**src/rtl/oh_dffpipe.sv**
```systemverilog
// oh_dffpipe: elastic valid/ready register pipeline of DEPTH stages with flush
// Define OH_DFFPIPE_SKID_EN for two-entry skid stages with registered ready (capacity 2*DEPTH).
module oh_dffpipe #(
   parameter int DW = 32,
   parameter int DEPTH = 2,
   parameter logic [DW-1:0] RESETVAL = '0,
   parameter int CW = $clog2(2*DEPTH+1)
) (
   input  logic          clk,
   input  logic          reset,
   input  logic          clear,
   input  logic          in_valid,
   input  logic [DW-1:0] in_data,
   output logic          in_ready,
   output logic          out_valid,
   output logic [DW-1:0] out_data,
   input  logic          out_ready,
   output logic [CW-1:0] count
);
   logic [DEPTH-1:0] vld, load;
   logic [DEPTH:0]   rdy, src;
   logic [DW-1:0]    dat [DEPTH];
   logic [DW-1:0]    sd [DEPTH];
   logic             in_xfer, out_xfer;
   // src[i] is the valid offered to stage i; src[DEPTH] is the last stage's valid
   assign src = {vld, in_valid};
   assign rdy[DEPTH] = out_ready;
   assign sd[0] = in_data;
   for (genvar i = 1; i < DEPTH; i++) begin : g_sd
      assign sd[i] = dat[i-1];
   end
   assign load = {DEPTH{!clear}} & src[DEPTH-1:0] & rdy[DEPTH-1:0];
   assign in_ready = !reset && !clear && rdy[0];
   assign out_valid = src[DEPTH] && !clear;
   assign out_data = dat[DEPTH-1];
   assign in_xfer = in_valid && in_ready;
   assign out_xfer = out_valid && out_ready;
`ifdef OH_DFFPIPE_SKID_EN
   logic [DEPTH-1:0] sv;
   logic [DW-1:0]    sdat [DEPTH];
   // a stage accepts whenever its skid slot is free, so ready never sees out_ready
   assign rdy[DEPTH-1:0] = ~sv;
   always_ff @(posedge clk or posedge reset)
      if (reset) begin
         vld <= '0;
         sv <= '0;
         for (int k = 0; k < DEPTH; k++) begin
            dat[k] <= RESETVAL;
            sdat[k] <= RESETVAL;
         end
      end else if (clear) begin
         vld <= '0;
         sv <= '0;
      end else begin
         for (int k = 0; k < DEPTH; k++)
            if (sv[k]) begin
               if (rdy[k+1]) begin
                  dat[k] <= sdat[k];
                  sv[k] <= 1'b0;
               end
            end else if (load[k]) begin
               if (vld[k] && !rdy[k+1]) begin
                  sdat[k] <= sd[k];
                  sv[k] <= 1'b1;
               end else begin
                  dat[k] <= sd[k];
                  vld[k] <= 1'b1;
               end
            end else if (rdy[k+1]) vld[k] <= 1'b0;
      end
`else
   // the ready chain collapses to: out_ready, or a hole at or beyond this stage
   for (genvar i = 0; i < DEPTH; i++) begin : g_rdy
      assign rdy[i] = out_ready || !(&vld[DEPTH-1:i]);
   end
   always_ff @(posedge clk or posedge reset)
      if (reset) begin
         vld <= '0;
         for (int k = 0; k < DEPTH; k++) dat[k] <= RESETVAL;
      end else if (clear) begin
         vld <= '0;
      end else begin
         for (int k = 0; k < DEPTH; k++) begin
            vld[k] <= load[k] || (vld[k] && !rdy[k+1]);
            if (load[k]) dat[k] <= sd[k];
         end
      end
`endif
   always_ff @(posedge clk or posedge reset)
      if (reset) count <= '0;
      else if (clear) count <= '0;
      else count <= count + CW'(in_xfer) - CW'(out_xfer);
endmodule

```
**config.mk**
```make
export PLATFORM = sky130hd
export DESIGN_NAME = oh_dffpipe
export DESIGN_NICKNAME = d
export VERILOG_FILES = /design/src/rtl/oh_dffpipe.sv
export SDC_FILE = /design/constraint.sdc
export NUM_CORES = 1
export LEC_CHECK = 0
export CELL_PAD_IN_SITES_DETAIL_PLACEMENT = 1
export CELL_PAD_IN_SITES_GLOBAL_PLACEMENT = 1
export CORE_ASPECT_RATIO = 1.4
export CORE_MARGIN = 5
export CORE_UTILIZATION = 27
export CTS_BUF_LIST = sky130_fd_sc_hd__clkbuf_8
export CTS_CLUSTER_DIAMETER = 40
export DETAILED_ROUTE_END_ITERATION = 10
export PLACE_DENSITY = 0.59
export SYNTH_ARGS = -nofsm -noshare
export SYNTH_HDL_FRONTEND = slang
export SYNTH_SLANG_ARGS = --single-unit
```
**constraint.sdc**
```tcl
create_clock -name clk -period 2.9 [get_ports clk]
set_input_delay 0.58 -clock clk [delete_from_list [all_inputs] [get_ports clk]]
set_output_delay 0.58 -clock clk [all_outputs]
set_load 0.01 [all_outputs]
```
Word level (Yosys, flattened, before mapping)
Index checks and enable logic that the tools add are counted.
{"block": "totals", "ff_bits": 69, "in_bits": 37, "output_inout_bits": 37, "elab_cells": 31}
{"block": "op_classes", "add_sub_neg": 2, "mux": 2, "n_bitwise": 3, "reduce_logical": 20}
{"op": "logical AND 1 bit", "n": 7}
{"op": "logical NOT 1 bit", "n": 6}
{"op": "AND reduction 2 bit", "n": 3}
{"op": "AND 2 bit", "n": 2}
{"op": "logical OR 1 bit", "n": 4}
{"op": "adder 3 x 1 -> 3 bit", "n": 1}
{"op": "2-to-1 mux 3 bit", "n": 1}
{"op": "subtractor 3 x 1 -> 3 bit", "n": 1}
{"op": "2-to-1 mux 2 bit", "n": 1}
{"op": "NOT 1 bit", "n": 1}

Logic depth before layout (Yosys ltp)
{"block": "logic_depth", "depth_word": 8, "mapped_depth": 11, "mapped_depth_nobuf": 11}

Worst setup path after synthesis
No wires, ideal clock.
{"block": "synth_path", "path_type": "input to register", "from": "input clear", "to": "register count[2]", "setup_ns": 0.129, "arrival_ns": 2.391, "required_ns": 2.771, "setup_slack_ns": 0.380, "path_stages": 11, "n_path_buf": 1, "cell_sequence": "clkbuf_1 -> nor3_1 -> nand2_1 -> ha_1 -> inv_1 -> ha_1 -> inv_1 -> fa_1 -> xor2_1 -> xnor2_1 -> nor2_1"}
{"block": "synth_via", "elab_chain_cells": 7, "elab_cells_between_ends": 9}
{"item": "from (decl)", "line_no": "11", "source": "input logic clear,"}
{"item": "logical NOT 1 bit", "line_no": "33", "source": "assign in_ready = !reset && !clear && rdy[0];"}
{"item": "logical AND 1 bit (2 in a row)", "line_no": "33"}
{"item": "named net in_ready", "line_no": "14", "source": "output logic in_ready,"}
{"item": "logical AND 1 bit", "line_no": "36", "source": "assign in_xfer = in_valid && in_ready;"}
{"item": "adder 3 x 1 -> 3 bit", "line_no": "92", "source": "else count <= count + CW'(in_xfer) - CW'(out_xfer);"}
{"item": "subtractor 3 x 1 -> 3 bit", "line_no": "92"}
{"item": "2-to-1 mux 3 bit", "line_no": "91", "source": "else if (clear) count <= '0;"}
{"item": "to (signal assigned)", "line_no": "92"}
{"item": "to (decl)", "line_no": "18", "source": "output logic [CW-1:0] count"}
The timed path passes the listed nets, and every way through them passes these cells.
A chain may end at the register's enable or synchronous reset.

Final worst setup path
{"block": "layout_path", "from": "input out_ready", "to": "output in_ready"}
{"block": "layout_via", "elab_chain_cells": 2}
{"item": "from (decl)", "line_no": "17", "source": "input logic out_ready,"}
{"item": "logical OR 1 bit", "line_no": "74", "source": "assign rdy[i] = out_ready || !(&vld[DEPTH-1:i]);"}
{"item": "logical AND 1 bit", "line_no": "33"}
{"item": "to (decl)", "line_no": "14"}
Every way passes these cells.

==> flow_summary.json <==
{
  "grt_remaining_overflow": 0,
  "outcome": "complete, no violations",
  "yosysSeqAreaShare_pct": 56.67,
  "syn_avg_cell_area_sq_um": 15.54,
  "worst_slack_ns": 0.1935,
  "core.rowCount": 46,
  "die_h_um": 135.7,
  "grt_usage_pct": 9.354,
  "cts.repair.resized": 0,
  "power-per-cell-area_nw_per_um2": 699.3,
  "io_pins": 74,
  "coreArea_sq_um": 11220,
  "grt_max_degree": 44,
  "hold_viol": 0,
  "final_common_cell": "clkdlybuf4s50_1",
  "cts_root_buffer": "clkbuf_8",
  "syn_to_final_growth_pct": 26.65,
  "clock_latency_ns": 0.34,
  "synth_area_sq_um": 3047,
  "fillers": 1204,
  "drc": 0,
  "hold_buffers": 0,
  "drive_gt1_share_pct": 33.99,
  "regArea_sq_um": 1727,
  "fmax_ghz": 0.3695,
  "cp-end-kind": "output pin",
  "htree_levels": 3,
  "finalMaxSlewViolations": 0,
  "arrival_ns": 2.13,
  "rrSetupSlack_ns": 0.63,
  "ys_seq_elements": 69,
  "start_kind": "primary input",
  "num_vias": 1598,
  "maxCapViolations": 0,
  "die_area_sq_um": 13540,
  "drt-pass1-iter-count": 2,
  "final_cell_mix": "73 x clkdlybuf4s50_1, 69 x dfrtp_1, 34 x mux2_2",
  "fp.dieW_um": 99.78,
  "crit_type": "in -> out",
  "fin_cells": 397,
  "ir_worst_vdd_mv": 0.2478,
  "hp-class": "in -> async",
  "initial_core_util_pct": 27.15,
  "tightest_slew_ns": 0.5513,
  "portBuffers": 73,
  "maxSlewHeadroom_pct": 63.25,
  "first_global_vias": 1876,
  "crit_required_ns": 2.32,
  "synth.net_count": 236,
  "hpwl_um": 4118,
  "num-nets-final": 288,
  "totalWireLength_um": 5763,
  "fin_crit_ns": 2.706,
  "antenna_found_initial": 0,
  "numCtsBuffers": 9,
  "antennaDiodeCount": 0,
  "wl_per_cell_um": 14.52,
  "placed_cells": 381,
  "rsz0062_at_grt": "false",
  "fin_crit_sh_pct": 93.33,
  "multi_input_area_sq_um": 974.7,
  "cts_setup_buffers": 0,
  "place_ws_ns": -0.09427,
  "gp_congestion": 0.6862,
  "dpl_cell_area_sq_um": 3687,
  "p_leak_nw": 1.748,
  "path_clk_slew_ns": 0.07,
  "viasPerCell": 4.025,
  "synthCells": 196,
  "cts_buffer_depth": 2,
  "cp_max_fo": 3,
  "finalInstanceArea_sq_um": 3859,
  "finalClockSkew_ns": 0.009744,
  "first_iter_violations": 24,
  "synth_warnings": 0,
  "clock-sinks": 69,
  "cts_tree": "done",
  "synth_cell_types": 23,
  "grt_pass1_wl_um": 9584,
  "antenna_left": 0,
  "setup_viol": 0
}
-- worst paths after layout --
path | start | to | cells past startpoint
min in group clk | dat[34] | dat[34] | 1
max in group asynchronous | reset | out_data[31] | 3
worst max-delay path | out_ready | in_ready | 4
worst min-delay path | reset | count[1] | 2
worst min register to register | dat[34] | dat[34] | 1
worst max register to register | vld[1] | count[2] | 11
-- metal layers --
layer / vias up / global-route usage, % / part of all wire (%)
met1: 815 / 10.68 / 41
met4: 0 / 4.556 / 2.4
met5: - / 0 / 0
met2: 41 / 15.07 / 51
li1: 734 / - / -
met3: 8 / 3.812 / 5.6
-- registers in the layout, indices dropped and copies added, names as in the netlist --
register	count
dat	32
out_data	32
count	3
vld	2
-- synth_stat cells (all sizes together) --
| cell type | number | area share, % |
|---|---|---|
| fa | 1 | 0.66 |
| nor3 | 1 | 0.16 |
| nor2 | 4 | 0.49 |
| a21oi | 1 | 0.16 |
| and2 | 1 | 0.21 |
| nand3b | 1 | 0.25 |
| ha | 2 | 0.82 |
| or3b | 1 | 0.29 |
| and3b | 1 | 0.29 |
| nor2b | 2 | 0.41 |
| buf | 39 | 11 |
| dfrtp | 69 | 57 |
| clkbuf | 1 | 0.12 |
| xor2 | 1 | 0.29 |
| nand2b | 1 | 0.21 |
| mux2 | 64 | 27 |
| nand2 | 1 | 0.12 |
| inv | 4 | 0.49 |
| xnor2 | 1 | 0.29 |
-- critical path, cell delays in order --
cell and delay (ns):
clkdlybuf4s50_1 0.48, and3b_1 0.20, nor3_1 0.25, clkdlybuf4s50_1 0.60
-- stage by stage --
step / power, mW / hold WS (ns) / util, % / TNS, ns
floorplan: 1.826 / 0.4750 / - / 0
global placement: 2.032 / 0.4829 / 32.85 / 0
detailed placement: 2.050 / 0.4924 / 32.85 / -0.09427
CTS: 2.763 / 0.4605 / 34.38 / 0
global route: 2.871 / 0.4676 / 34.38 / 0
finish: 2.698 / 0.4753 / 34.38 / 0
-- cell type report --
cell class                      instances  area share, %
Sequential cell                        69          44.75
Inverter                                4         0.3891
Clock inverter                          5         0.5188
Multi-Input combinational cell         83          25.26
Clock buffer                           11          3.923
Tap cell                              144          4.669
Timing Repair Buffer                   81          20.49
-- kinds of logic after synthesis --
kind of cell | synth area share (%)
xor gates and xnor gates | 0.5751
muxes | 27.35
DFF | 56.67
buffers and inverters | 11.33
adders and majority gates | 1.478
and+or+nand+nor | 2.423
AOI/OAI and AO/OA | 0.1641
-- power breakdown --
group / switching (mW) / internal, mW
combinational: 0.234 / 0.490
sequential: 0.110 / 1.17
clock: 0.345 / 0.344
total: 0.689 / 2.01
(Power assumes the default switching activity.)
